**config.mk**
```make
export PLATFORM = sky130hd
export DESIGN_NAME = wb_regfile
export DESIGN_NICKNAME = d
export VERILOG_FILES = /design/src/rtl/wb_regfile.sv
export SDC_FILE = /design/constraint.sdc
export NUM_CORES = 1
export LEC_CHECK = 0
export ABC_AREA = 0
export CAP_MARGIN = 10
export CORE_ASPECT_RATIO = 1.2
export CORE_MARGIN = 2
export CORE_UTILIZATION = 50
export DETAILED_ROUTE_END_ITERATION = 12
export PLACE_DENSITY = 0.72
export SLEW_MARGIN = 15
export SYNTH_ARGS = -nofsm -noshare
export SYNTH_HDL_FRONTEND = slang
export SYNTH_SLANG_ARGS = --single-unit
```
**constraint.sdc**
```tcl
create_clock -name clk -period 3.85 [get_ports clk]
set_input_delay 1.155 -clock clk [delete_from_list [all_inputs] [get_ports clk]]
set_output_delay 1.155 -clock clk [all_outputs]
set_load 0.1 [all_outputs]
```
**src/rtl/wb_regfile.sv**
```systemverilog
// wb_regfile: register file fed by the writeback stream, with two
// write-through bypassed decode read ports and a per-register
// pending-write scoreboard that flags operands still in flight.
module wb_regfile #(
    parameter int DATA_W   = 16,
    parameter int NUM_REGS = 8,
    parameter int ADDR_W   = 3,
    parameter int CNT_W    = 2
) (
    input  logic              clk,
    input  logic              rst,
    input  logic              wr_en,
    input  logic [ADDR_W-1:0] wr_reg,
    input  logic [DATA_W-1:0] writedata,
    input  logic [ADDR_W-1:0] rd_reg1,
    input  logic [ADDR_W-1:0] rd_reg2,
    output logic [DATA_W-1:0] rd_data1,
    output logic [DATA_W-1:0] rd_data2,
    input  logic              issue_en,
    input  logic [ADDR_W-1:0] issue_reg,
    input  logic              flush,
    output logic              busy1,
    output logic              busy2,
    output logic              sb_err
);

    localparam logic [CNT_W-1:0] CNT_MAX = '1;
    localparam logic [CNT_W-1:0] CNT_ONE = CNT_W'(1);

    logic [DATA_W-1:0] regs_q [NUM_REGS];
    logic [CNT_W-1:0]  cnt_q  [NUM_REGS];
    logic [CNT_W-1:0]  cnt_d  [NUM_REGS];
    logic              err_q;
    logic              err_d;
    logic              hit1;
    logic              hit2;

    // Register array: cleared by reset, written by each valid writeback.
    always_ff @(posedge clk or negedge rst) begin
        if (!rst) begin
            for (int i = 0; i < NUM_REGS; i++) begin
                regs_q[i] <= '0;
            end
        end else if (wr_en) begin
            regs_q[wr_reg] <= writedata;
        end
    end

    // Scoreboard next state: per-register reserve/retire with flush and error detection.
    always_comb begin
        err_d = err_q;
        for (int i = 0; i < NUM_REGS; i++) begin
            cnt_d[i] = cnt_q[i];
            if (flush) begin
                // Flush wins; a concurrent issue is dropped and a writeback
                // is not checked against the (discarded) reservations.
                cnt_d[i] = '0;
            end else if (issue_en && (issue_reg == ADDR_W'(i)) &&
                         wr_en && (wr_reg == ADDR_W'(i))) begin
                // Reserve and retire the same register: net zero.
                cnt_d[i] = cnt_q[i];
            end else if (issue_en && (issue_reg == ADDR_W'(i))) begin
                if (cnt_q[i] == CNT_MAX) begin
                    err_d = 1'b1;
                end else begin
                    cnt_d[i] = cnt_q[i] + CNT_ONE;
                end
            end else if (wr_en && (wr_reg == ADDR_W'(i))) begin
                if (cnt_q[i] == '0) begin
                    err_d = 1'b1;
                end else begin
                    cnt_d[i] = cnt_q[i] - CNT_ONE;
                end
            end
        end
    end

    // Scoreboard state: pending counts and the sticky error flag.
    always_ff @(posedge clk or negedge rst) begin
        if (!rst) begin
            for (int i = 0; i < NUM_REGS; i++) begin
                cnt_q[i] <= '0;
            end
            err_q <= 1'b0;
        end else begin
            for (int i = 0; i < NUM_REGS; i++) begin
                cnt_q[i] <= cnt_d[i];
            end
            err_q <= err_d;
        end
    end

    // Bypass is gated by reset so outputs read zero immediately while rst is low.
    always_comb begin
        hit1     = rst && wr_en && (wr_reg == rd_reg1);
        hit2     = rst && wr_en && (wr_reg == rd_reg2);
        rd_data1 = hit1 ? writedata : regs_q[rd_reg1];
        rd_data2 = hit2 ? writedata : regs_q[rd_reg2];
        // The last outstanding write being bypassed this cycle is not a hazard.
        busy1    = (cnt_q[rd_reg1] != '0) && !(hit1 && (cnt_q[rd_reg1] == CNT_ONE));
        busy2    = (cnt_q[rd_reg2] != '0) && !(hit2 && (cnt_q[rd_reg2] == CNT_ONE));
        sb_err   = err_q;
    end

endmodule

```
After elaboration in Yosys (flattened, before gate mapping)
Index checks and enable logic that the tools add are counted.
W data, S select, Z words.
- input bits: 33
- bits in registers: 145
- output and inout port bits: 35
- word-level logic and storage cells: 273
- add/sub/neg operators: 16
- muxes and demuxes: 113
- equal/unequal tests: 50
- bitwise operators: 3
- $lt $le $gt $ge: 4
- reductions and logical operators: 70
- operators by type and width (kind ; number):
    $bwmux W128 ; 1
    $mux W16 ; 7
    $mux W2 ; 52
    $bmux W16 S3 ; 2
    $demux W16 S3 ; 1
    $mux W1 ; 48
    $ne A3 B3 Y1 const B ; 16
    $logic_and A1 B1 Y1 ; 40
    $reduce_and A4 Y1 ; 8
    $eq A3 B3 Y1 const B ; 8
    $reduce_bool A3 Y1 ; 8
    $add A2 B1 Y2 const B ; 8
    $eq A2 B2 Y1 const B ; 8
    $logic_not A2 Y1 ; 8
    $ne A2 B2 Y1 const B ; 8
    $sub A2 B1 Y2 const B ; 8
    $bmux W2 S3 ; 2
    $eq A3 B2 Y1 const B ; 4
    $ge A4 B4 Y1 const B ; 3
    $not A3 Y4 ; 3
    $eq A3 B1 Y1 const B ; 2
    $eq A3 B3 Y1 ; 2
    $logic_not A3 Y1 ; 2
    $eq A2 B1 Y1 const B ; 2
    other kinds (3) ; 5

Depth between registers and ports, before layout
- depth in word-level cells: 41
- mapped depth: 8
- depth with buffers taken out: 6

Worst setup path before layout
No wires, ideal clock.
- path kind: input -> output
- start point: in rd_reg2[2]
- end point: out rd_data2[0]
- required time: 2.695 ns
- path slack: -1.563 ns
- arrival: 4.258 ns
- stages on the path: 5
- path through: buf_2 > buf_1 > buf_2 > mux2i_1 > o21ai_0
- cells in the longest elaborated chain, start to end: 5
- elaborated cells on any way between the ends: 7
- classes of those cells: eq/ne (1); mux (4); bitwise (1); reduce/logical (1)
- RTL lines (item ; RTL line ; RTL):
    from (decl) ; 16 ; input logic [ADDR_W-1:0] rd_reg2,
    $not A3 Y4 (not written as such) ; 98 ; rd_data2 = hit2 ? writedata : regs_q[rd_reg2];
    $bmux W16 S3 ; 98 ;
    $mux W16 (not written as such) (2 in a row) ; 98 ;
    $mux W16 * ; 98 ;
    to (decl) ; 18 ; output logic [DATA_W-1:0] rd_data2,
Mark *: on every way between the ends. The rest lies on a longest branch, timed or not. The select of a mux whose other input is x is not followed.

Worst setup path after layout
- start point: in rd_reg1[1]
- end point: out rd_data1[8]
- cells in the longest elaborated chain, start to end: 5
- elaborated cells on any way between the ends: 7
- classes of those cells: eq/ne (1); mux (4); bitwise (1); reduce/logical (1)
- RTL lines (item ; RTL line ; RTL):
    from (decl) ; 15 ; input logic [ADDR_W-1:0] rd_reg1,
    $not A3 Y4 (not written as such) ; 97 ; rd_data1 = hit1 ? writedata : regs_q[rd_reg1];
    $bmux W16 S3 ; 97 ;
    $mux W16 (not written as such) (2 in a row) ; 97 ;
    $mux W16 * ; 97 ;
    to (decl) ; 17 ; output logic [DATA_W-1:0] rd_data1,
Marked as above.

==> flow_metrics.tcl <==
set metrics [dict create \
    cts_buffers 17 \
    finalClockSkew_ps 4.23 \
    overflow 0 \
    dp_hpwl_um 16000 \
    design.portCount 68 \
    regToRegSetupSlack_ps 2240 \
    synth_warnings 0 \
    hold_viol 0 \
    vias 7170 \
    synth_edf_count 0 \
    async_flop_share_pct 100 \
    worst_setup_hold_path_clk_slew_ps 60 \
    worst_hold_path_type "reg2reg" \
    cp_data_required_time_ps 2690 \
    leakage_power_uw 0.00506 \
    cts_max_path_buffers 2 \
    syn_inst 810 \
    totalNegativeSetupSlack_ps 0 \
    run_status "finished, final reports clean" \
    rsz_0062_raised_after_global_routing "true" \
    tritoncts "done" \
    grt.total_usage_pct 29.9 \
    cts-root-buf "sky130_fd_sc_hd__clkbuf_16" \
    route.antenna.remaining_nets 0 \
    grt_first_pass_wirelength_um 40700 \
    critical_path_start "rd_reg1[1]" \
    drt_via_density 6.28 \
    clock_sinks 145 \
    yosys-top-cells-area "sky130_fd_sc_hd__dfrtp_1 (42%), sky130_fd_sc_hd__mux4_2 (18%), sky130_fd_sc_hd__nand2_1 (10%), sky130_fd_sc_hd__mux2_2 (8.3%), sky130_fd_sc_hd__mux2i_1 (4.2%)" \
    worst_skew_pair.late_latency_ps 430 \
    seq_area_frac_synth_pct 42.0 \
    fin_crit_sh_pct 99.0 \
    fp.dieArea_sq_mm 0.0183 \
    seqCellArea_sq_mm 0.00363 \
    die_w_um 124 \
    gp_congestion 0.882 \
    rows 52 \
    final_core_util_pct 69.2 \
    hold_path_startpoint "sb_err$_DFF_PN0_" \
    cts.htree.levels 4 \
    worst_setup_path_end_kind "primary output" \
    tightestPinTransition_ps 846 \
    setup-violations-final 0 \
    maxSlewHeadroom_pct 43.6 \
    fin_total_pwr_uw 5990 \
    vert_die_dim_um 148 \
    synth.cell_area_sq_mm 0.00864 \
    fillers 1135 \
    synth_cell_type_count 52 \
    timing.final.crit_period_ps 3810 \
    cts_hold_repair.buffers 0 \
    fmaxAchievable_mhz 262 \
    final_nets 947 \
    slew_violations 0 \
    antenna_violations_before_repair 0 \
    timing_worst_setup_path_type "in2out" \
    max_cap_violations 0 \
    dr.pass1.iters 5 \
    via_count_of_the_first_global_routing_pass 7604 \
    wire_per_inst_um 22.8 \
    irDropWorstVdd_uv 395 \
    maximum_number_of_pins_on_one_net_before_global_route_repair 94 \
    cp.arrival_ps 2660 \
    crit-reg2reg-launch "cnt_q[9]$_DFFE_PN0P_" \
    antenna-diode-count 0 \
    synthesis.nets 843 \
    synthDominantAreaCellType "sky130_fd_sc_hd__dfrtp_1" \
    core-area_sq_mm 0.0169 \
    p_per_area_mw_per_mm2 512 \
    synth_top_area_share_pct 42.0 \
    mean_cell_area_of_the_mapped_netlist_sq_um 10.7 \
    wirelength_um 26000 \
    effective_utilization_at_floorplan_pct 51.1 \
    postSynthRegisterBits 145 \
    setup.worst_path.start_class "primary input" \
    critPathMaxFanout 9 \
    port_buffers 67 \
    flow.area_growth_from_synthesis_pct 35.4 \
    drc 0 \
    drive_gt1_share_pct 40.1 \
    synth_ff_type "sky130_fd_sc_hd__dfrtp_1" \
    initialDrtViolationCount 650 \
    multi_input_area_sq_mm 0.00518 \
]
sequential cells by signal, summed over array words and instances, names as in the netlist:
name    count
sb_err      1
cnt_q      16
regs_q    128
kinds of logic after synthesis:
group,share of synthesized area (%)
muxes,30.2
AOI/OAI and AO/OA,5.82
DFF,42.0
and+or+nand+nor,17.2
xor gates and xnor gates,0.608
buffers and inverters,4.08
through the flow:
step | hold slack (ps) | cell area [sq um] | setup WS (ps) | cells
2_1_floorplan | 458 | 9090 | -6.20 | 810
3_3_place_gp | 452 | 10600 | -310 | 1087
3_5_place_dp | 453 | 10600 | -344 | 1087
4_1_cts | 468 | 11600 | -16.4 | 1139
5_1_grt | 512 | 11700 | -11.3 | 1142
6_report | 462 | 11700 | 37.7 | 1142
per-layer routing:
metal	vias to the layer above	global-route usage (%)	routed length [um]
met5	-	0	0
met2	355	50.1	13300
met4	0	18.5	1610
met3	108	5.52	1630
li1	3096	-	-
met1	3611	35.3	9460
path summary, 6_finish.rpt:
| check | end | depth (start not counted) |
|---|---|---|
| max in group asynchronous | regs_q[54]$_DFFE_PN0P_ | 3 |
| min in group asynchronous | sb_err$_DFF_PN0_ | 2 |
| worst min register to register | sb_err$_DFF_PN0_ | 1 |
| worst max register to register | sb_err$_DFF_PN0_ | 4 |
| worst min-delay path | sb_err$_DFF_PN0_ | 1 |
| worst max-delay path | rd_data1[8] | 10 |
cell usage in the layout, fill, tap and decap left out, drive strengths merged, types with 2 or more instances in the layout:
master,Yosys,final
nor2,25,25
mux2,64,64
a31oi,5,5
nor3,6,6
inv,2,5
o311ai,2,2
o31ai,2,2
mux4,68,68
mux2i,36,36
clkinv,0,3
o21ai,41,41
nand2,240,240
or2,2,2
a21oi,30,30
dfrtp,145,145
clkdlybuf4s50,0,21
nand4b,3,3
nor3b,3,3
nand2b,4,4
nor2b,8,8
nand4bb,2,2
nand3,2,2
and4bb,2,2
clkinvlp,0,4
o21a,2,2
buf,30,135
o221a,2,2
and4b,3,3
nand4,8,8
clkbuf,47,24
nor4,8,8
xor2,6,6
and2,2,2
report_power, final:
group | leakage, uW | internal (uW) | total (uW) | switching [uW]
registers | 0.00180 | 1800 | 2020 | 219
clock network | 0.000261 | 907 | 1560 | 657
logic | 0.00299 | 1060 | 2400 | 1340
final cells by class:
type,count,share of cell area (%)
repair buffers,162,17.6
multi-input cells,586,44.3
clock inverters,11,0.920
clock buffers,20,3.82
inverters,2,0.0642
flip-flops and latches,145,31.0
well taps,216,2.31
critical path: stages:
cell and delay (ps):
sky130_fd_sc_hd__clkbuf_2 90, sky130_fd_sc_hd__buf_6 140, sky130_fd_sc_hd__xor2_4 160, sky130_fd_sc_hd__nor4_4 300
sky130_fd_sc_hd__buf_6 160, sky130_fd_sc_hd__buf_12 110, sky130_fd_sc_hd__buf_16 130, sky130_fd_sc_hd__nand2_1 100
sky130_fd_sc_hd__o21ai_4 120, sky130_fd_sc_hd__buf_12 200
Yosys cell counts, types with 6 or more instances:
cell type and instances:
sky130_fd_sc_hd__o21ai_0 41, sky130_fd_sc_hd__mux2_2 64, sky130_fd_sc_hd__nand4_1 7, sky130_fd_sc_hd__nor2_1 25
sky130_fd_sc_hd__xor2_1 6, sky130_fd_sc_hd__clkbuf_1 46, sky130_fd_sc_hd__a21oi_1 30, sky130_fd_sc_hd__buf_1 6
sky130_fd_sc_hd__buf_2 17, sky130_fd_sc_hd__dfrtp_1 145, sky130_fd_sc_hd__nand2_1 240, sky130_fd_sc_hd__mux4_2 68
sky130_fd_sc_hd__mux2i_1 36, sky130_fd_sc_hd__nor2b_1 8
what timing repair did:
action                     CTS  global route
gates cloned                 6             2
buffers inserted            17             2
pin swaps                    6             3
resized for setup           66            20
setup endpoints to repair   34            33
Power figures use the tool's default switching activity.
